$ cat config.mk
export PLATFORM = sky130hd
export DESIGN_NAME = ysyx_23060184_ifu
export DESIGN_NICKNAME = d
export VERILOG_FILES = /design/src/rtl/ysyx_23060184_ifu_pkg.sv /design/src/rtl/ysyx_23060184_pc_reg.sv /design/src/rtl/ysyx_23060184_ifu.sv
export SDC_FILE = /design/constraint.sdc
export NUM_CORES = 1
export LEC_CHECK = 0
export BUFFER_PORTS_ARGS = -buffer_cell sky130_fd_sc_hd__buf_2
export CAP_MARGIN = 20
export CORE_MARGIN = 1
export CORE_UTILIZATION = 51
export CTS_CLUSTER_SIZE = 40
export DETAILED_ROUTE_END_ITERATION = 8
export HOLD_SLACK_MARGIN = 0.05
export PLACE_DENSITY = 0.85
export SLEW_MARGIN = 20
export SYNTH_ARGS = -nofsm -noshare
export SYNTH_HDL_FRONTEND = slang
export SYNTH_SLANG_ARGS = --single-unit
export TNS_END_PERCENT = 50
$ cat constraint.sdc
create_clock -name clk -period 5 [get_ports clk]
set_input_delay 0.5 -clock clk [delete_from_list [all_inputs] [get_ports clk]]
set_output_delay 0.5 -clock clk [all_outputs]
set_load 0.005 [all_outputs]
$ cat src/rtl/ysyx_23060184_ifu_pkg.sv
// Shared definitions for the NPC instruction fetch unit: FSM encodings,
// the reset NOP and the instruction field widths used by decode.
package ysyx_23060184_ifu_pkg;

  localparam int unsigned OPCODE_LENGTH  = 7;
  localparam int unsigned FUNCT3_LENGTH  = 3;
  localparam int unsigned FUNCT7_LENGTH  = 7;
  localparam int unsigned FUNCT12_LENGTH = 12;
  localparam int unsigned INST_WIDTH     = 32;
  localparam int unsigned PC_STEP        = 4;

  localparam logic [INST_WIDTH-1:0] NOP_INST = 32'h0000_0013;

  typedef enum logic [1:0] {
    IFU_ST_REQ  = 2'd0,
    IFU_ST_WAIT = 2'd1,
    IFU_ST_HOLD = 2'd2
  } ifu_state_e;

endpackage

$ cat src/rtl/ysyx_23060184_pc_reg.sv
// Program counter: reset to RESET_PC, sequential +4 step, word-aligned redirect.
module ysyx_23060184_pc_reg
  import ysyx_23060184_ifu_pkg::*;
#(
  parameter int unsigned     XLEN     = 32,
  parameter logic [XLEN-1:0] RESET_PC = XLEN'(32'h8000_0000)
) (
  input  logic            clk,
  input  logic            rst,
  input  logic            inc_en,
  input  logic            redirect_valid,
  input  logic [XLEN-1:0] redirect_pc,
  output logic [XLEN-1:0] pc
);

  logic [XLEN-1:0] pc_q;
  logic [XLEN-1:0] pc_d;

  // Redirect wins over the sequential step; the low two bits are always cleared.
  always_comb begin
    pc_d = pc_q;
    if (redirect_valid) begin
      pc_d = redirect_pc & ~XLEN'(3);
    end else if (inc_en) begin
      pc_d = pc_q + XLEN'(PC_STEP);
    end
  end

  always_ff @(posedge clk or posedge rst) begin
    if (rst) begin
      pc_q <= RESET_PC;
    end else begin
      pc_q <= pc_d;
    end
  end

  assign pc = pc_q;

endmodule

$ cat src/rtl/ysyx_23060184_ifu.sv
// Instruction fetch unit: one outstanding imem request, held instruction on a
// valid/ready port to decode. Optional fetch counter under IFU_FETCH_CNT_EN.
module ysyx_23060184_ifu
  import ysyx_23060184_ifu_pkg::*;
#(
  parameter int unsigned     XLEN     = 32,
  parameter logic [XLEN-1:0] RESET_PC = XLEN'(32'h8000_0000)
) (
`ifdef IFU_FETCH_CNT_EN
  output logic [31:0]               fetch_cnt,
`endif
  input  logic                      clk,
  input  logic                      rst,
  input  logic                      redirect_valid,
  input  logic [XLEN-1:0]           redirect_pc,
  output logic                      imem_req_valid,
  input  logic                      imem_req_ready,
  output logic [XLEN-1:0]           imem_addr,
  input  logic                      imem_resp_valid,
  input  logic [31:0]               imem_resp_data,
  output logic                      imem_resp_ready,
  output logic                      inst_valid,
  input  logic                      inst_ready,
  output logic [31:0]               inst,
  output logic [XLEN-1:0]           inst_pc,
  output logic [OPCODE_LENGTH-1:0]  opcode,
  output logic [FUNCT3_LENGTH-1:0]  funct3,
  output logic [FUNCT7_LENGTH-1:0]  funct7,
  output logic [FUNCT12_LENGTH-1:0] funct12
);

  ifu_state_e      state_q, state_d;
  logic            drop_q, drop_d;
  logic [31:0]     inst_q, inst_d;
  logic [XLEN-1:0] inst_pc_q, inst_pc_d;
  logic [XLEN-1:0] pc;
  logic            pc_inc;

  ysyx_23060184_pc_reg #(
    .XLEN     (XLEN),
    .RESET_PC (RESET_PC)
  ) u_pc_reg (
    .clk            (clk),
    .rst            (rst),
    .inc_en         (pc_inc),
    .redirect_valid (redirect_valid),
    .redirect_pc    (redirect_pc),
    .pc             (pc)
  );

  always_ff @(posedge clk or posedge rst) begin
    if (rst) begin
      state_q   <= IFU_ST_REQ;
      drop_q    <= 1'b0;
      inst_q    <= NOP_INST;
      inst_pc_q <= RESET_PC;
    end else begin
      state_q   <= state_d;
      drop_q    <= drop_d;
      inst_q    <= inst_d;
      inst_pc_q <= inst_pc_d;
    end
  end

  // Next state and handshake outputs; a redirect marks any in-flight fetch stale.
  always_comb begin
    state_d         = state_q;
    drop_d          = drop_q;
    inst_d          = inst_q;
    inst_pc_d       = inst_pc_q;
    pc_inc          = 1'b0;
    imem_req_valid  = 1'b0;
    imem_resp_ready = 1'b0;
    inst_valid      = 1'b0;

    unique case (state_q)
      IFU_ST_REQ: begin
        imem_req_valid = 1'b1;
        if (imem_req_ready) begin
          state_d = IFU_ST_WAIT;
          if (redirect_valid) begin
            drop_d = 1'b1;
          end
        end
      end

      IFU_ST_WAIT: begin
        imem_resp_ready = 1'b1;
        if (redirect_valid) begin
          drop_d = 1'b1;
        end
        if (imem_resp_valid) begin
          if (drop_q || redirect_valid) begin
            drop_d  = 1'b0;
            state_d = IFU_ST_REQ;
          end else begin
            inst_d    = imem_resp_data;
            inst_pc_d = pc;
            state_d   = IFU_ST_HOLD;
          end
        end
      end

      IFU_ST_HOLD: begin
        inst_valid = ~redirect_valid;
        if (redirect_valid) begin
          state_d = IFU_ST_REQ;
        end else if (inst_ready) begin
          pc_inc  = 1'b1;
          state_d = IFU_ST_REQ;
        end
      end

      default: begin
        state_d = IFU_ST_REQ;
        drop_d  = 1'b0;
      end
    endcase
  end

`ifdef IFU_FETCH_CNT_EN
  logic [31:0] fetch_cnt_q;

  // Counts instructions actually consumed by decode.
  always_ff @(posedge clk or posedge rst) begin
    if (rst) begin
      fetch_cnt_q <= 32'd0;
    end else if (inst_valid && inst_ready) begin
      fetch_cnt_q <= fetch_cnt_q + 32'd1;
    end
  end

  assign fetch_cnt = fetch_cnt_q;
`endif

  assign imem_addr = pc;
  assign inst      = inst_q;
  assign inst_pc   = inst_pc_q;
  assign opcode    = inst_q[OPCODE_LENGTH-1:0];
  assign funct3    = inst_q[14:12];
  assign funct7    = inst_q[31:25];
  assign funct12   = inst_q[31:20];

endmodule

==> results of run 1 <==
[cells in the final DEF, fill, tap and decap left out, drive strengths merged, types with 2 or more instances in the layout]
master and n:
or4 14, or3 2, nor2b 4, a311o 4, clkbuf 11, and2 3
nand4 13, xor2 4, o21ai 18, o31ai 9, inv 8, and4 6
a31oi 8, nand3 20, and3 4, a22oi 2, nor3 4, a211o 2
bufinv 2, dfstp 5, dfrtp 90, nand2 32, clkinv 2, buf 192
nor2 19, mux2 58, conb 4, mux2i 2, xnor2 5, o211ai 4
[power groups by stage]
| stage | registers [W] | clock network (W) | logic, W |
|---|---|---|---|
| 2_1_floorplan | 0.00127 | 0 | 0.000496 |
| 3_3_place_gp | 0.00123 | 0 | 0.000811 |
| 3_5_place_dp | 0.00126 | 0 | 0.000831 |
| 4_1_cts | 0.00124 | 0.000571 | 0.000834 |
| 5_1_grt | 0.00129 | 0.000599 | 0.000922 |
| 6_report | 0.00124 | 0.000560 | 0.000816 |
[flip-flops by register name, summed over array words and instances (netlist names)]
| signal | flops |
|---|---|
| u_pc_reg.pc | 30 |
| inst | 32 |
| drop_q | 1 |
| state_q | 2 |
| inst_pc | 30 |
[cells by family (layout without fill, tap and decap cells)]
logic type | after synthesis | in the layout
XOR/XNOR | 9 | 9
AND/OR/NAND/NOR | 126 | 126
adder cells (fa/ha/maj) | 1 | 1
flip-flops | 95 | 95
AO/OA/AOI/OAI | 49 | 49
other | 1 | 4
multiplexers | 60 | 60
buffers and inverters | 63 | 216
[worst paths after layout]
kind	start	end	slack, ns
max in group asynchronous	rst	inst[22]	3.74
min in group clk	redirect_pc[4]	u_pc_reg.pc[4]	0.35
min	rst	inst[19]	0.18
max reg2reg	state_q[0]	u_pc_reg.pc[19]	2.50
min reg2reg	inst_pc[26]	inst_pc[26]	0.50
max	state_q[0]	u_pc_reg.pc[19]	2.50
[final cells by class]
class,count,area (sq um)
fillers,708,3140
flip-flops and latches,95,2380
multi-input cells,249,1810
repair buffers,192,963
clock buffers,11,141
well taps,108,135
clock inverters,5,81.3
inverters,8,32.5
[per-stage QoR]
stage	instance area, sq um	power (W)
after floorplan	4550	0.00176
after global placement	5320	0.00204
after detailed placement	5320	0.00209
after global routing	5540	0.00281
after CTS	5540	0.00265
final	5540	0.00262
[critical path, stage by stage, from the launching register on]
cell	delay [ns]
dfrtp_1	0.47
and3b_1	0.62
nand4_1	0.54
or4_1	0.62
a31oi_1	0.19
[metal layers]
layer / up-vias / wire [um] / global-route usage (%)
met1: 1746 / 4380 / 27.8
li1: 1715 / - / -
met3: 15 / 684 / 4.42
met2: 143 / 5210 / 40.1
met4: 0 / 144 / 6.74
met5: - / 0 / 0
==> results.yml, run 1 <==
status:
  outcome: "finished clean"
power_and_ir_drop:
  peakVddDrop_mv: 0.217
  p_int_w: 0.00184
  p_per_area_nw_per_um2: 472
  netSwitchingPower_w: 0.000778
  pwr-share-seq_pct: 47.5
  p_leak_nw: 2.68
  combPwrFrac_pct: 31.2
  switching_share_pct: 29.7
  clkPwrFrac_pct: 21.4
timing:
  fmax_mhz: 399
  rsz0062_at_grt: "no"
  worst_pin_slew_ns: 0.906
  max-slew-margin-rel_pct: 39.6
  slew_viol_final: 0
  skew_ns: 0.0135
  whs_ns: 0.182
  setup_viol_count_final: 0
  final_hold_viol_count: 0
  final.setup.tns_ns: 0
  min_period_ns: 2.50
  timing.final.crit_share_pct: 50.1
  setup_ws_ns: 2.50
logic_synthesis:
  yosysUniqueCellTypes: 45
  synth-simple-area-share_pct: 15.2
  yosys-top-cells-count: "dfrtp_1, mux2_2, buf_4"
  synth-xor-area-share_pct: 1.74
  synthFlopType: "dfrtp_1"
  synthTopCellsByArea: "dfrtp_1, mux2_2, buf_4, dfstp_2, nand2_1"
  syn_inst: 404
  syn_area_sq_um: 4540
  yosysSeqAreaShare_pct: 52.5
  async_reset_ff_share_pct: 100
  synth-adder-area-share_pct: 0.276
  syn_avg_cell_area_sq_um: 11.2
  synth.most_common_cell: "dfrtp_1"
  ys_ff_latch: 95
  synthMuxAreaShare_pct: 14.8
  yosys.area.top_type: "dfrtp_1"
  synth.top_cell.area_share_pct: 49.6
  synth_top_family_by_area: "simple AND/OR/NAND/NOR gates"
  synth-compound-area-share_pct: 7.17
  yosysWarnings: 0
  synth_edf_count: 0
floorplanning:
  io_pins: 198
  fp.dieH_um: 96.3
  placementRows: 34
  die_x_um: 96.3
  initial_core_util_pct: 52.3
  dieArea_sq_um: 9280
  coreArea_sq_um: 8680
clock_network:
  worstSkewPairLatency_ns: 0.36
  cts_resized: 0
  post-cts-setup-buffers: 0
  path_clk_slew_ns: 0.09
  cts_made_buffers: 9
  htreeDepth: 3
  cts_buffer_depth: 2
  hold_buffers: 0
  clock_sinks: 95
  root_buffer: "clkbuf_8"
  cts_tree: "done"
cells_and_area:
  utilization_pct: 63.9
  final_layout_size_suffix_gt1_share_pct: 49.8
  num_antenna_cells: 0
  finalNetCount: 626
  layoutNonFillerInstCount: 668
  layout-area-overhead-vs-synth_pct: 22.2
drt:
  drtPass1Iterations: 4
  antenna_left: 0
  vias: 3619
  via_per_inst: 5.42
  routed_wl_mm: 10.4
  drtIter0Drc: 90
  route.detailed.drc: 0
  wl_per_cell_um: 15.6
setup_path:
  cp-start-kind: "flip-flop"
  crit_path_max_fanout: 13
  path_class: "flip-flop to flip-flop"
  worstPathRequired_ns: 5.28
  critPathArrivalTime_ns: 2.78
  reg2reg_depth: 4
  critPathCaptureType: "flip-flop"
global_routing:
  overflow: 0
  grtUsageTotal_pct: 22.6
  grt_pass1_wl_mm: 16.0
  antenna_found_initial: 0
  grt_pass1_vias: 3410
  grt_start_max_net_pins: 68
placement:
  dpl_worst_slack_ns: 2.30
  dpl.hpwl_mm: 7.48
  numPortBuffers: 191
  place_inst: 652
  globalplace.congestion: 0.769
run:
  maxCapViolCount: 0
min_path:
  hold_path.class: "input port to async pin"
No activity file was read; power rests on OpenSTA's default activity.
==> run 2: changes to the inputs <==
- CORE_UTILIZATION: 51 -> 48
- PLACE_DENSITY: 0.85 -> 0.81
- clock period: 5 -> 2.5 ns (I/O delays scaled with it)
==> run 2 against run 1 <==
Effect of this change:
- non-clock buffer count is 8 higher
- combinational power is 100% higher
- setup slack worse by 2.2 ns
- sequential share of layout area is 0.52 points lower
- first-iteration DRC count is 20% higher
- wire length is 1.4% higher
- cell area is 1.2% higher
- clock power is 91% higher
==> results.yml, run 2 (synthesis gave the netlist of run 1 again) <==
cells_and_area:
  regArea_sq_um: 2380
  nFillCells: 773
  utilization_pct: 61.0
  num_antenna_cells: 0
  largest_reg_flops: 32
  mostFrequentLayoutCells: "buf_2, dfrtp_1, mux2_2"
  multi_input_comb_area_sq_um: 1810
  final_layout_size_suffix_gt1_share_pct: 50.5
  layout-area-overhead-vs-synth_pct: 23.7
  finalNetCount: 634
  final_common_cell: "buf_2"
clock_network:
  worstSkewPairLatency_ns: 0.36
  cts_buffer_depth: 2
  root_buffer: "clkbuf_8"
  cts_resized: 0
  htreeDepth: 3
  cts_made_buffers: 9
  clock_sinks: 95
  cts_tree: "done"
  path_clk_slew_ns: 0.10
floorplanning:
  placementRows: 35
  dieArea_sq_um: 9840
  initial_core_util_pct: 49.3
  coreArea_sq_um: 9200
  die_x_um: 99.2
  io_pins: 198
  fp.dieH_um: 99.2
power_and_ir_drop:
  power_w: 0.00521
  peakVddDrop_mv: 0.392
  p_per_area_nw_per_um2: 929
  p_leak_nw: 2.72
setup_path:
  critPathMaxStageDelay_ns: 0.66
  reg2reg_depth: 4
  path_class: "flip-flop to flip-flop"
  critPathArrivalTime_ns: 2.48
  path_cells: "and4_1 -> nand4_1 -> or4_1 -> a31oi_1"
  cp-start-kind: "flip-flop"
  critPathCaptureType: "flip-flop"
  r2r-start: "u_pc_reg.pc[11]"
  crit_path_max_fanout: 14
  r2r_end: "u_pc_reg.pc[25]"
  rrSetupSlack_ns: 0.31
  critPathSlowestCell: "or4_1"
  worstPathRequired_ns: 2.79
timing:
  timing.final.crit_share_pct: 87.6
  final_hold_viol_count: 0
  max-slew-margin-rel_pct: 64.0
  worst_pin_slew_ns: 0.540
  slew_viol_final: 0
  rsz0062_at_grt: "no"
  setup_viol_count_final: 0
  fmax_mhz: 457
  skew_ns: 0.0139
  min_period_ns: 2.19
  final.setup.tns_ns: 0
global_routing:
  overflow: 0
  grt_pass1_vias: 3396
  grt_start_max_net_pins: 96
  grtUsageTotal_pct: 21.2
  grt_pass1_wl_mm: 16.4
  antenna_found_initial: 0
drt:
  drtPass1Iterations: 6
  top_layer: "met4"
  wl_met3_um: 607
  wl_met2_mm: 5.47
  wl_per_cell_um: 15.6
  via_per_inst: 5.37
  vias: 3643
  route.detailed.drc: 0
  wl_met1_mm: 4.33
  drtIter0Drc: 108
  antenna_left: 0
  routed_wl_mm: 10.6
placement:
  dpl.hpwl_mm: 7.75
  numPortBuffers: 191
  globalplace.congestion: 0.767
status:
  outcome: "finished clean"
min_path:
  hold_path.class: "input port to flip-flop"
  min_to: "u_pc_reg.pc[15]"
  worstHoldStart: "redirect_pc[15]"
  hold_path_depth: 3
run:
  maxCapViolCount: 0
==> run 2: changes by cell type in the layout (fill, tap and decap cells not counted), sizes merged <==
cell,delta
buf,+7
bufinv,-1
clkbuf,-2
clkinv,-1
clkinvlp,+1
dlygate4sd3,+1
inv,+3
==> run 2: critical path, delay by kind of cell (launching register included) <==
family          cells  cell delay (ns)
flops               1             0.48
compound gates      1             0.18
simple gates        3             1.46
==> run 2: worst max path at each step <==
stage,slack (ns),startpoint,depth (start not counted),end
global placement,0.44,u_pc_reg.pc[11],4,u_pc_reg.pc[25]
CTS,0.36,u_pc_reg.pc[11],4,u_pc_reg.pc[25]
finish,0.31,u_pc_reg.pc[11],4,u_pc_reg.pc[25]
detailed placement,0.38,u_pc_reg.pc[11],4,u_pc_reg.pc[25]
global route,0.16,u_pc_reg.pc[11],4,u_pc_reg.pc[28]
floorplan,0.59,u_pc_reg.pc[2],5,u_pc_reg.pc[30]
==> run 2: area by class of cell <==
cell class,count,share of cell area [%]
clock buffer,9,2.21
clock inverter,7,1.54
inverter,8,0.602
multi-input combinational,249,32.2
sequential,95,42.5
tap,111,2.48
timing repair buffer,200,18.5
==> run 2: power by group <==
| group | switching (W) | leakage (nW) | internal (W) | total [W] |
|---|---|---|---|---|
| Clock | 0.000581 | 0.104 | 0.000485 | 0.00107 |
| Sequential | 0.000377 | 1.13 | 0.00212 | 0.00249 |
| Combinational | 0.000671 | 1.48 | 0.000981 | 0.00165 |
| Total | 0.00163 | 2.72 | 0.00358 | 0.00521 |
==> run 2: repair_timing <==
| item | in CTS | in global routing |
|---|---|---|
| hold buffers | 1 | 0 |
| hold endpoints to repair | 45 | 0 |
| endpoints found under the setup margin | 0 | 0 |
| setup buffers | 0 | 0 |
==> run 2: metal layers <==
metal	global-route usage (%)	vias up
met5	0	-
met2	38.4	138
met3	4.57	12
met1	24.9	1763
li1	-	1730
met4	7.13	0
==> run 2: metrics by stage <==
stage	setup WS [ns]	std cells	hold WS, ns	instance area (sq um)
finish	0.311	679	0.0905	5610
detailed placement	0.383	662	0.436	5390
global route	0.165	679	0.0859	5610
floorplan	0.592	407	0.346	4550
CTS	0.355	679	0.0753	5610
global placement	0.441	662	0.428	5390
==> run 3: changes to the inputs <==
- CORE_UTILIZATION: 48 -> 51
- PLACE_DENSITY: 0.81 -> 0.85
- clock period: 2.5 -> 2.8 ns (I/O delays scaled with it)
==> run 3 against run 2 <==
Effect of this change:
- clock skew up 0.0012 ns
- clock-buffer cell count stayed put
- sequential power shrank 11%
- die area fell by 5.8%
- cell count decreased by 1.0%
- register-to-register slack improved by 0.28 ns
- worst hold slack improved by 0.034 ns
- critical path depth unchanged
- critical path type unchanged
==> results.yml, run 3 (synthesis gave the netlist of run 1 again) <==
placement:
  globalplace.congestion: 0.779
  numPortBuffers: 191
  placed_area_sq_um: 5370
  dpl.hpwl_mm: 7.78
  place_inst: 655
drt:
  drtPass1Iterations: 4
  wl_met1_mm: 4.42
  vias: 3661
  wl_per_cell_um: 15.9
  via_per_inst: 5.45
  wl_met3_um: 666
  top_layer: "met4"
  wl_met2_mm: 5.45
  routed_wl_mm: 10.7
  antenna_left: 0
  route.detailed.drc: 0
  drtIter0Drc: 152
clock_network:
  cts_tree: "done"
  cts_resized: 0
  hold_buffers: 1
  htreeDepth: 3
  clock_sinks: 95
  cts_made_buffers: 9
  path_clk_slew_ns: 0.10
  worstSkewPairLatency_ns: 0.36
  post-cts-setup-buffers: 0
  root_buffer: "clkbuf_8"
  cts_buffer_depth: 2
timing:
  max-slew-margin-rel_pct: 54.3
  setup_viol_count_final: 0
  fmax_mhz: 453
  worst_pin_slew_ns: 0.684
  final_hold_viol_count: 0
  rsz0062_at_grt: "no"
  skew_ns: 0.0152
  timing.final.crit_share_pct: 78.8
  slew_viol_final: 0
  min_period_ns: 2.21
  final.setup.tns_ns: 0
global_routing:
  grtUsageTotal_pct: 22.9
  overflow: 0
  grt_pass1_vias: 3358
  antenna_found_initial: 0
  grt_start_max_net_pins: 68
  grt_pass1_wl_mm: 16.0
run:
  maxCapViolCount: 0
cells_and_area:
  final_layout_size_suffix_gt1_share_pct: 50.2
  final_common_cell: "buf_2"
  layoutNonFillerInstCount: 672
  num_antenna_cells: 0
  final_area_sq_um: 5600
  mostFrequentLayoutCells: "buf_2, dfrtp_1, mux2_2"
  layout-area-overhead-vs-synth_pct: 23.4
  utilization_pct: 64.5
  finalNetCount: 630
  nFillCells: 723
  largest_reg_flops: 32
setup_path:
  worstPathRequired_ns: 3.08
  critPathArrivalTime_ns: 2.48
  cp-start-kind: "flip-flop"
  path_class: "flip-flop to flip-flop"
  critPathCaptureType: "flip-flop"
  crit_path_max_fanout: 14
  reg2reg_depth: 4
floorplanning:
  placementRows: 34
  die_x_um: 96.3
  initial_core_util_pct: 52.3
  fp.dieH_um: 96.3
  coreArea_sq_um: 8680
  dieArea_sq_um: 9280
  io_pins: 198
power_and_ir_drop:
  p_leak_nw: 2.71
  power_w: 0.00468
  p_per_area_nw_per_um2: 837
  peakVddDrop_mv: 0.454
min_path:
  hold_path_depth: 3
  hold_path.class: "input port to flip-flop"
status:
  outcome: "finished clean"
-- run 3: cell type report --
cell class | instances | area [sq um] | area share, %
inverter | 8 | 32.5 | 0.581
tap | 108 | 135 | 2.41
clock buffer | 9 | 124 | 2.21
multi-input combinational | 249 | 1810 | 32.3
clock inverter | 7 | 95.1 | 1.70
timing repair buffer | 196 | 1020 | 18.2
sequential | 95 | 2380 | 42.6
-- run 3: per-layer routing --
metal | global-route usage, % | up-vias
li1 | - | 1725
met1 | 27.9 | 1769
met2 | 40.7 | 153
met3 | 4.27 | 14
met4 | 7.97 | 0
met5 | 0 | -
-- run 3: through the flow --
stage	hold WS, ns	setup slack, ns
floorplan	0.376	0.0513
global placement	0.381	0.728
detailed placement	0.393	0.635
CTS	0.111	0.593
global route	0.116	0.417
finish	0.124	0.595
-- run 3: worst paths after layout --
path / slack, ns / startpoint / to
worst max-delay path: 0.59 / u_pc_reg.pc[6] / u_pc_reg.pc[30]
worst min-delay path: 0.12 / redirect_pc[23] / u_pc_reg.pc[23]
worst max register to register: 0.59 / u_pc_reg.pc[6] / u_pc_reg.pc[30]
worst min register to register: 0.49 / inst_pc[16] / inst_pc[16]
max in group asynchronous: 1.59 / rst / inst_pc[17]
min in group asynchronous: 0.53 / rst / inst[23]
-- run 3: power by group --
group / switching, W / internal [W] / total (W)
Combinational: 0.000598 / 0.000875 / 0.00147
Sequential: 0.000328 / 0.00189 / 0.00222
Clock: 0.000488 / 0.000505 / 0.000992
Total: 0.00141 / 0.00327 / 0.00468
-- run 3: critical path, stage by stage (launching register included) --
cell and delay [ns]:
dfrtp_1 0.49, and4_1 0.35, nand4_1 0.45, or4_1 0.66, a31oi_1 0.18
